--- config.mk ---
export PLATFORM = sky130hd
export DESIGN_NAME = register_bank_sequencer
export DESIGN_NICKNAME = d
export VERILOG_FILES = /design/src/rtl/cpu_pkg.sv /design/src/rtl/register_bank_sequencer.sv
export SDC_FILE = /design/constraint.sdc
export NUM_CORES = 1
export LEC_CHECK = 0
export BUFFER_PORTS_ARGS = -buffer_cell sky130_fd_sc_hd__buf_2
export CORE_ASPECT_RATIO = 1.25
export CORE_MARGIN = 2
export CORE_UTILIZATION = 50
export CTS_BUF_LIST = sky130_fd_sc_hd__clkbuf_4
export DETAILED_ROUTE_END_ITERATION = 12
export PLACE_DENSITY = 0.82
export SKIP_CTS_REPAIR_TIMING = 1
export SLEW_MARGIN = 10
export SYNTH_ARGS = -nofsm -noshare
export SYNTH_HDL_FRONTEND = slang
export SYNTH_SLANG_ARGS = --single-unit
--- constraint.sdc ---
create_clock -name clk -period 2.4 [get_ports clk]
set_input_delay 0.24 -clock clk [delete_from_list [all_inputs] [get_ports clk]]
set_output_delay 0.24 -clock clk [all_outputs]
set_load 0.01 [all_outputs]
--- src/rtl/cpu_pkg.sv ---
// Shared CPU definitions: default register-file geometry, the hard-wired
// zero register index and the state encoding of the register bank sequencer.
// No ports; imported by the sequencer.
package cpu_pkg;

  localparam int DEF_DATA_WIDTH     = 32;
  localparam int DEF_REG_ADDR_WIDTH = 4;

  // Architectural index of the register that reads as zero.
  localparam int ZERO_REG_IDX = 0;

  typedef enum logic [2:0] {
    ST_IDLE  = 3'd0,
    ST_WRITE = 3'd1,
    ST_READ1 = 3'd2,
    ST_READ2 = 3'd3,
    ST_RESP  = 3'd4
  } seq_state_t;

endpackage

--- src/rtl/register_bank_sequencer.sv ---
// Serialises one register-file transaction (optional write of rd, reads of rs1
// and rs2) over a single-port RegisterBank, in write-first or read-first order.
// Latency: accept cycle to rsp_valid is 3 cycles (read only) or 4 (with write).
// Backpressure: req_ready only in IDLE; the response is held until rsp_ready.
// Ports: clk, reset (sync, active-low); req_* request channel (valid/ready);
// rsp_* response channel (valid/ready); bank_* drive/observe the RegisterBank;
// busy is high whenever a transaction is in flight.
module register_bank_sequencer
  import cpu_pkg::*;
#(
  parameter int DATA_WIDTH     = DEF_DATA_WIDTH,
  parameter int REG_ADDR_WIDTH = DEF_REG_ADDR_WIDTH,
  parameter bit WRITE_FIRST    = 1'b1,
  parameter bit ZERO_REG       = 1'b1
) (
  input  logic                      clk,
  input  logic                      reset,
  input  logic                      req_valid,
  output logic                      req_ready,
  input  logic [REG_ADDR_WIDTH-1:0] req_rs1,
  input  logic [REG_ADDR_WIDTH-1:0] req_rs2,
  input  logic [REG_ADDR_WIDTH-1:0] req_rd,
  input  logic                      req_we,
  input  logic [DATA_WIDTH-1:0]     req_wdata,
  output logic                      rsp_valid,
  input  logic                      rsp_ready,
  output logic [DATA_WIDTH-1:0]     rsp_rs1_data,
  output logic [DATA_WIDTH-1:0]     rsp_rs2_data,
  output logic [REG_ADDR_WIDTH-1:0] bank_regNum,
  output logic [DATA_WIDTH-1:0]     bank_dataIn,
  output logic                      bank_we,
  input  logic [DATA_WIDTH-1:0]     bank_dataOut,
  output logic                      busy
);

  localparam logic [REG_ADDR_WIDTH-1:0] ZERO_IDX = REG_ADDR_WIDTH'(ZERO_REG_IDX);

  seq_state_t                  state_q;
  logic [REG_ADDR_WIDTH-1:0]   rs1_q;
  logic [REG_ADDR_WIDTH-1:0]   rs2_q;
  logic [REG_ADDR_WIDTH-1:0]   rd_q;
  logic                        we_q;
  logic [DATA_WIDTH-1:0]       wdata_q;
  logic [DATA_WIDTH-1:0]       rs1_data_q;
  logic [DATA_WIDTH-1:0]       rs2_data_q;
  logic                        rsp_valid_q;

  logic                        rs1_is_zero;
  logic                        rs2_is_zero;
  logic                        write_phase;

  assign rs1_is_zero = ZERO_REG && (rs1_q == ZERO_IDX);
  assign rs2_is_zero = ZERO_REG && (rs2_q == ZERO_IDX);

  always_ff @(posedge clk) begin
    if (!reset) begin
      state_q     <= ST_IDLE;
      rs1_q       <= '0;
      rs2_q       <= '0;
      rd_q        <= '0;
      we_q        <= 1'b0;
      wdata_q     <= '0;
      rs1_data_q  <= '0;
      rs2_data_q  <= '0;
      rsp_valid_q <= 1'b0;
    end else begin
      case (state_q)
        ST_IDLE: begin
          // req_ready is high whenever we are here out of reset
          if (req_valid) begin
            rs1_q   <= req_rs1;
            rs2_q   <= req_rs2;
            rd_q    <= req_rd;
            we_q    <= req_we;
            wdata_q <= req_wdata;
            if (req_we && WRITE_FIRST) begin
              state_q <= ST_WRITE;
            end else begin
              state_q <= ST_READ1;
            end
          end
        end
        ST_WRITE: begin
          if (WRITE_FIRST) begin
            state_q <= ST_READ1;
          end else begin
            state_q     <= ST_RESP;
            rsp_valid_q <= 1'b1;
          end
        end
        ST_READ1: begin
          rs1_data_q <= rs1_is_zero ? '0 : bank_dataOut;
          state_q    <= ST_READ2;
        end
        ST_READ2: begin
          rs2_data_q <= rs2_is_zero ? '0 : bank_dataOut;
          if (we_q && !WRITE_FIRST) begin
            state_q <= ST_WRITE;
          end else begin
            state_q     <= ST_RESP;
            rsp_valid_q <= 1'b1;
          end
        end
        ST_RESP: begin
          if (rsp_ready) begin
            state_q     <= ST_IDLE;
            rsp_valid_q <= 1'b0;
          end
        end
        default: begin
          state_q     <= ST_IDLE;
          rsp_valid_q <= 1'b0;
        end
      endcase
    end
  end

  // Bank port decode. A write to the zero register still occupies the WRITE
  // cycle so latency does not depend on rd, it simply never raises bank_we.
  always_comb begin
    bank_regNum = '0;
    bank_dataIn = '0;
    write_phase = 1'b0;
    case (state_q)
      ST_WRITE: begin
        bank_regNum = rd_q;
        bank_dataIn = wdata_q;
        write_phase = !(ZERO_REG && (rd_q == ZERO_IDX));
      end
      ST_READ1: bank_regNum = rs1_q;
      ST_READ2: bank_regNum = rs2_q;
      default: ;
    endcase
  end

  // Reset gates the write strobe directly: a reset landing in the WRITE cycle
  // must not commit to the bank, even though state_q only clears at the edge.
  assign bank_we = write_phase && reset;

  // Gated by reset so the request side sees "not ready" while reset is held.
  assign req_ready = (state_q == ST_IDLE) && reset;

  assign busy         = (state_q != ST_IDLE);
  assign rsp_valid    = rsp_valid_q;
  assign rsp_rs1_data = rs1_data_q;
  assign rsp_rs2_data = rs2_data_q;

endmodule

==> impl_metrics.py, run 1 <==
metrics = {
    "outcome": {
        "status": "finished, violations left",
        "violations": "hold timing",
    },
    "critical_path": {
        "required_ps": 2160,
        "start_kind": "flop",
        "critPathKind": "flop to primary output",
        "crit_fanout": 37,
        "critPathMaxStageDelay_ps": 540,
        "end_kind": "primary output",
        "crit_arrival_ps": 1960,
        "critPathSlowestCell": "dfxtp_2",
        "cp_cell_sequence": "nor2b_2, buf_4, and2_0, and3_1, buf_2",
    },
    "sta": {
        "rsz0062_at_grt": "no",
        "fmax_mhz": 454,
        "period_minus_slack_ps": 2200,
        "fin_crit_sh_pct": 91.8,
        "worst_clock_skew_ps": 17.4,
        "setup_violations": 0,
        "max_slew_margin_pct": 64.1,
        "setup_ws_ps": 197,
        "hold_violations": 2,
        "tightest_slew_ps": 539,
        "drv_slew": 0,
        "whs_ps": -18.3,
    },
    "drt": {
        "drc": 0,
        "postRouteAntennaNets": 0,
        "drtPass1Iterations": 4,
        "wl_mm": 12.9,
        "via_count": 4546,
        "drt_iter0_drc": 274,
        "post_drt_wl_per_cell_um": 15.3,
        "viasPerCell": 5.39,
    },
    "final_layout": {
        "drive_above_1_share_pct": 35.2,
        "antenna_cells": 0,
        "stdcell_area_um2": 6070,
        "layout_commonest_cell": "buf_2",
        "fin_nets": 800,
        "layout_common_cells": "buf_2 (183), nand2_1 (140), dfxtp_1 (110), nand3_1 (44), dlygate4sd3_1 (40)",
        "areaGrowthSynthToFinish_pct": 33.8,
        "layoutNonFillerInstCount": 844,
    },
    "floorplan": {
        "start_util_pct": 51.8,
        "die-area_um2": 9850,
        "fp-row-count": 38,
        "die_w_um": 89.2,
        "io_pins": 185,
        "die_y_um": 110,
        "coreArea_um2": 8750,
    },
    "cts": {
        "clock-root-buffer": "clkbuf_4",
        "h-tree-depth": 3,
        "tritoncts": "built",
        "max-clock-path-buffers": 2,
        "cts-buffers-inserted": 9,
        "cts_sinks": 112,
        "clkSlewWorstSetupHoldPaths_ps": 170,
        "insertion_delay_ps": 480,
    },
    "power_and_ir_drop": {
        "seqPwrFrac_pct": 56.6,
        "leakage_nw": 2.83,
        "max-vdd-ir-drop_v": 0.000409,
        "total_power_mw": 3.61,
        "power_frac_comb_pct": 16.6,
        "p_int_mw": 2.55,
        "swShare_pct": 29.3,
        "p_switching_mw": 1.06,
        "pwr-share-clk_pct": 26.7,
        "cellPowerDensity_nw_per_um2": 595,
    },
    "synthesis": {
        "synth.avg_cell_area_um2": 8.63,
        "synth_warnings": 0,
        "synth_edf_count": 0,
        "ys_seq_area_share_pct": 49.5,
        "synth-seq-cells": 112,
        "synthCells": 525,
        "netlist_area_um2": 4530,
        "postSynth.asyncResetShare_pct": 0,
        "ys.flop_type": "dfxtp_1",
        "yosysUniqueCellTypes": 30,
        "synthesis.nets": 606,
    },
    "global_routing": {
        "grt_pass1_wl_mm": 18.4,
        "grt_max_degree": 89,
        "grt_pass1_vias": 3974,
        "antenna_found_initial": 0,
        "grt_overflow": 0,
        "grt_usage_pct": 23.2,
    },
    "placement": {
        "hpwl_mm": 8.14,
        "dp_slack_ps": 473,
        "place.gp.congestion": 0.872,
        "port_buffers": 184,
        "place_area_um2": 5510,
        "dp_cells": 787,
    },
    "hold_path": {
        "hp-class": "input port to flop",
    },
    "flow_run": {
        "cap_violations": 0,
    },
}
[flip-flops by register name, summed over array words and instances (netlist names)]
signal,cells
rsp_rs2_data,32
rs2_q,4
wdata_q,32
rsp_valid,1
rs1_q,4
rd_q,4
rsp_rs1_data,32
state_q,3
[final cells by class]
cell class,count,area [µm²]
clock buffers,9,67.6
clock inverters,7,78.8
fillers,703,2680
inverters,2,11.3
multi-input cells,358,2060
flip-flops and latches,112,2240
well taps,120,150
repair buffers,235,1440
repair inverters,1,7.51
[kinds of logic after synthesis]
group / share of synthesized area [%]
and+or+nand+nor: 23.7
AOI/OAI and AO/OA: 20.0
DFF: 49.5
buffers and inverters: 5.58
muxes: 1.24
[path summary, 6_finish.rpt]
check	start	to	slack, ps	cells after the start
min reg2reg	wdata_q[12]	wdata_q[12]	450	2
max reg2reg	state_q[1]	rsp_rs1_data[4]	570	3
min	req_wdata[18]	wdata_q[18]	-20	3
max	state_q[0]	bank_we	200	5
[routing by layer]
layer	wire (µm)	vias to the layer above	GRT usage [%]	part of all wire, %
met5	0	-	0	0
met2	6760	187	38.0	52
li1	-	2219	-	-
met4	399	0	10.1	3.1
met3	773	35	6.35	6.0
met1	5010	2105	27.7	39
[cell usage after synthesis (4+ instances only)]
master / n / area [µm²]
nand2_1: 140 / 526
dfxtp_1: 112 / 2240
nand3_1: 44 / 220
o22ai_1: 34 / 213
and3_1: 33 / 206
o22ai_2: 30 / 375
o21ai_0: 29 / 145
clkbuf_1: 28 / 105
buf_2: 16 / 80.1
o21ai_1: 16 / 80.1
buf_4: 7 / 52.6
nor2_1: 7 / 26.3
mux2_2: 5 / 56.3
a22oi_1: 4 / 30.0
[metrics by stage]
step	hold slack (ps)	setup TNS, ps	utilization, %
2_1_floorplan	370	0	-
3_3_place_gp	431	0	62.9
3_5_place_dp	438	0	62.9
4_1_cts	-48.3	-88.8	64.6
5_1_grt	-1.37	0	69.3
6_report	-18.3	0	69.3
[critical path, delay by kind of cell (launching register included)]
kind	cells	cell delay, ps
DFF	1	540
and+or+nand+nor	3	510
buffers and inverters	2	440
[power by group through the flow]
stage | logic [mW] | clock network [mW] | registers [mW]
after detailed placement | 0.543 | 0 | 2.08
final | 0.601 | 0.965 | 2.04
after CTS | 0.544 | 0.977 | 2.04
after floorplan | 0.353 | 0 | 2.07
after global routing | 0.659 | 1.07 | 2.06
after global placement | 0.526 | 0 | 2.07
Note: power is estimated with default switching activity, not from simulation.
==> run 2: changes to the inputs <==
--- a/config.mk
+++ b/config.mk
@@ -6,7 +6,6 @@
 export NUM_CORES = 1
 export LEC_CHECK = 0
 export BUFFER_PORTS_ARGS = -buffer_cell sky130_fd_sc_hd__buf_2
-export CORE_ASPECT_RATIO = 1.25
 export CORE_MARGIN = 2
 export CORE_UTILIZATION = 50
 export CTS_BUF_LIST = sky130_fd_sc_hd__clkbuf_4
==> constraint.sdc (replaced) <==
create_clock -name clk -period 2.4 [get_ports clk]
set_input_delay 0.24 -clock clk [delete_from_list [all_inputs] [get_ports clk]]
set_output_delay 0.24 -clock clk [all_outputs]
set_load 0.02 [all_outputs]
==> run 2 against run 1 <==
  * Die area hardly changed
  * Count of clock-buffer cells in the layout stayed put
  * Sequential power hardly changed
  * Hold slack better by 35 ps
  * Register-to-register slack better by 120 ps
  * The flow now finishes without violations
  * Global-route usage is 0.37 points lower
  * Clock power is 16% lower
  * Largest cell class unchanged
  * Setup slack better by 21 ps
  * Critical path depth stayed put
  * Sequential cell count stayed put
  * Maximum frequency is 0.96% higher
==> impl_metrics.py, run 2 (same netlist as run 1, synthesis figures left out) <==
metrics = {
    "placement": {
        "place.gp.congestion": 0.825,
        "hpwl_mm": 7.92,
        "place_area_um2": 5490,
        "dp_slack_ps": 483,
        "port_buffers": 184,
        "dp_cells": 778,
    },
    "sta": {
        "drv_slew": 0,
        "hold_violations": 0,
        "setup_tns_ps": 0,
        "fmax_mhz": 458,
        "setup_violations": 0,
        "rsz0062_at_grt": "no",
        "setup_ws_ps": 218,
        "fin_crit_sh_pct": 90.9,
        "tightest_slew_ps": 622,
        "worst_clock_skew_ps": 29.2,
        "max_slew_margin_pct": 58.5,
        "period_minus_slack_ps": 2180,
    },
    "final_layout": {
        "layout_common_cells": "buf_2 (183), nand2_1 (140), dfxtp_1 (110), nand3_1 (44), o22ai_1 (34)",
        "areaGrowthSynthToFinish_pct": 25.4,
        "drive_above_1_share_pct": 36.7,
        "antenna_cells": 0,
        "layoutNonFillerInstCount": 801,
        "stdcell_area_um2": 5680,
        "layout_commonest_cell": "buf_2",
        "fin_nets": 770,
    },
    "hold_path": {
        "hp-class": "input port to flop",
    },
    "drt": {
        "via_count": 4316,
        "drtPass1Iterations": 6,
        "drc": 0,
        "viasPerCell": 5.39,
        "post_drt_wl_per_cell_um": 14.5,
        "wl_mm": 11.6,
        "drt_iter0_drc": 154,
        "postRouteAntennaNets": 0,
    },
    "outcome": {
        "status": "finished, final reports clean",
    },
    "floorplan": {
        "coreArea_um2": 8760,
        "start_util_pct": 51.7,
        "die_w_um": 99.2,
        "fp-row-count": 34,
        "die_y_um": 99.2,
        "io_pins": 185,
        "die-area_um2": 9840,
    },
    "global_routing": {
        "antenna_found_initial": 0,
        "met1_usage_pct": 29.2,
        "grt_max_degree": 99,
        "grt_overflow": 0,
        "grt_util_met3_pct": 4.99,
        "grt_usage_pct": 22.8,
        "grt_util_met2_pct": 39.2,
        "grt_pass1_wl_mm": 18.7,
        "grt_busiest_layer": "met2",
        "grt_pass1_vias": 4118,
    },
    "critical_path": {
        "crit_fanout": 37,
        "end_kind": "primary output",
        "crit_arrival_ps": 1940,
        "critPathKind": "flop to primary output",
        "start_kind": "flop",
        "r2r_setup_slack_ps": 690,
        "required_ps": 2160,
    },
    "cts": {
        "cts_sinks": 112,
        "clock-root-buffer": "clkbuf_4",
        "tritoncts": "built",
        "h-tree-depth": 3,
        "insertion_delay_ps": 440,
        "max-clock-path-buffers": 2,
        "cts-buffers-inserted": 9,
        "clkSlewWorstSetupHoldPaths_ps": 160,
    },
    "power_and_ir_drop": {
        "max-vdd-ir-drop_v": 0.000382,
        "swShare_pct": 30.3,
        "total_power_mw": 3.44,
        "p_switching_mw": 1.04,
        "leakage_nw": 2.69,
        "power_frac_comb_pct": 17.2,
        "seqPwrFrac_pct": 59.2,
        "p_int_mw": 2.40,
        "pwr-share-clk_pct": 23.6,
        "cellPowerDensity_nw_per_um2": 606,
    },
    "flow_run": {
        "cap_violations": 0,
    },
}
==> run 2: changes by cell type in the layout (fill, tap and decap cells not counted), moves of 2 or more <==
cell           delta
dlygate4sd3_1    -32
buf_4             +5
clkinvlp_4        -3
buf_12            -2
clkinv_4          +2
inv_6             -2
==> run 2: final timing paths <==
kind | start | to | cells after the start
setup / recovery | state_q[0] | bank_we | 5
hold reg to reg | wdata_q[7] | wdata_q[7] | 2
hold / removal | req_rs1[2] | rs1_q[2] | 3
setup reg to reg | state_q[1] | rsp_rs1_data[31] | 4
==> run 2: critical path, stage by stage (launching register included) <==
cell and delay (ps):
dfxtp_2 530, nor2b_2 190, buf_4 300, and2_0 180, and3_1 160, buf_2 160
==> run 2: final cells by class <==
type / count / area, µm²
Fill cell: 761 / 3080
Inverter: 2 / 7.51
Clock inverter: 6 / 45.0
Sequential cell: 112 / 2240
Multi-Input combinational cell: 358 / 2060
Clock buffer: 9 / 67.6
Timing Repair Buffer: 206 / 1120
Tap cell: 108 / 135
==> run 2: per-stage QoR <==
stage,util (%),hold WS [ps]
floorplan,-,370
global placement,62.6,433
detailed placement,62.6,439
CTS,63.9,-14.9
global route,64.8,0.354
finish,64.8,16.5
==> run 2: power groups by stage <==
stage	logic [mW]	registers [mW]	clock network, mW
4_1_cts	0.585	2.04	0.837
2_1_floorplan	0.370	2.09	0
5_1_grt	0.652	2.05	0.919
3_3_place_gp	0.568	2.07	0
3_5_place_dp	0.582	2.08	0
6_report	0.592	2.04	0.812
==> run 2: metal layers <==
metal | share of wire [%] | routed length (µm) | vias to the layer above
met2 | 50 | 5760 | 160
met5 | 0 | 0 | -
met3 | 6.5 | 753 | 8
li1 | - | - | 2160
met4 | 0.60 | 70 | 0
met1 | 43 | 5040 | 1988
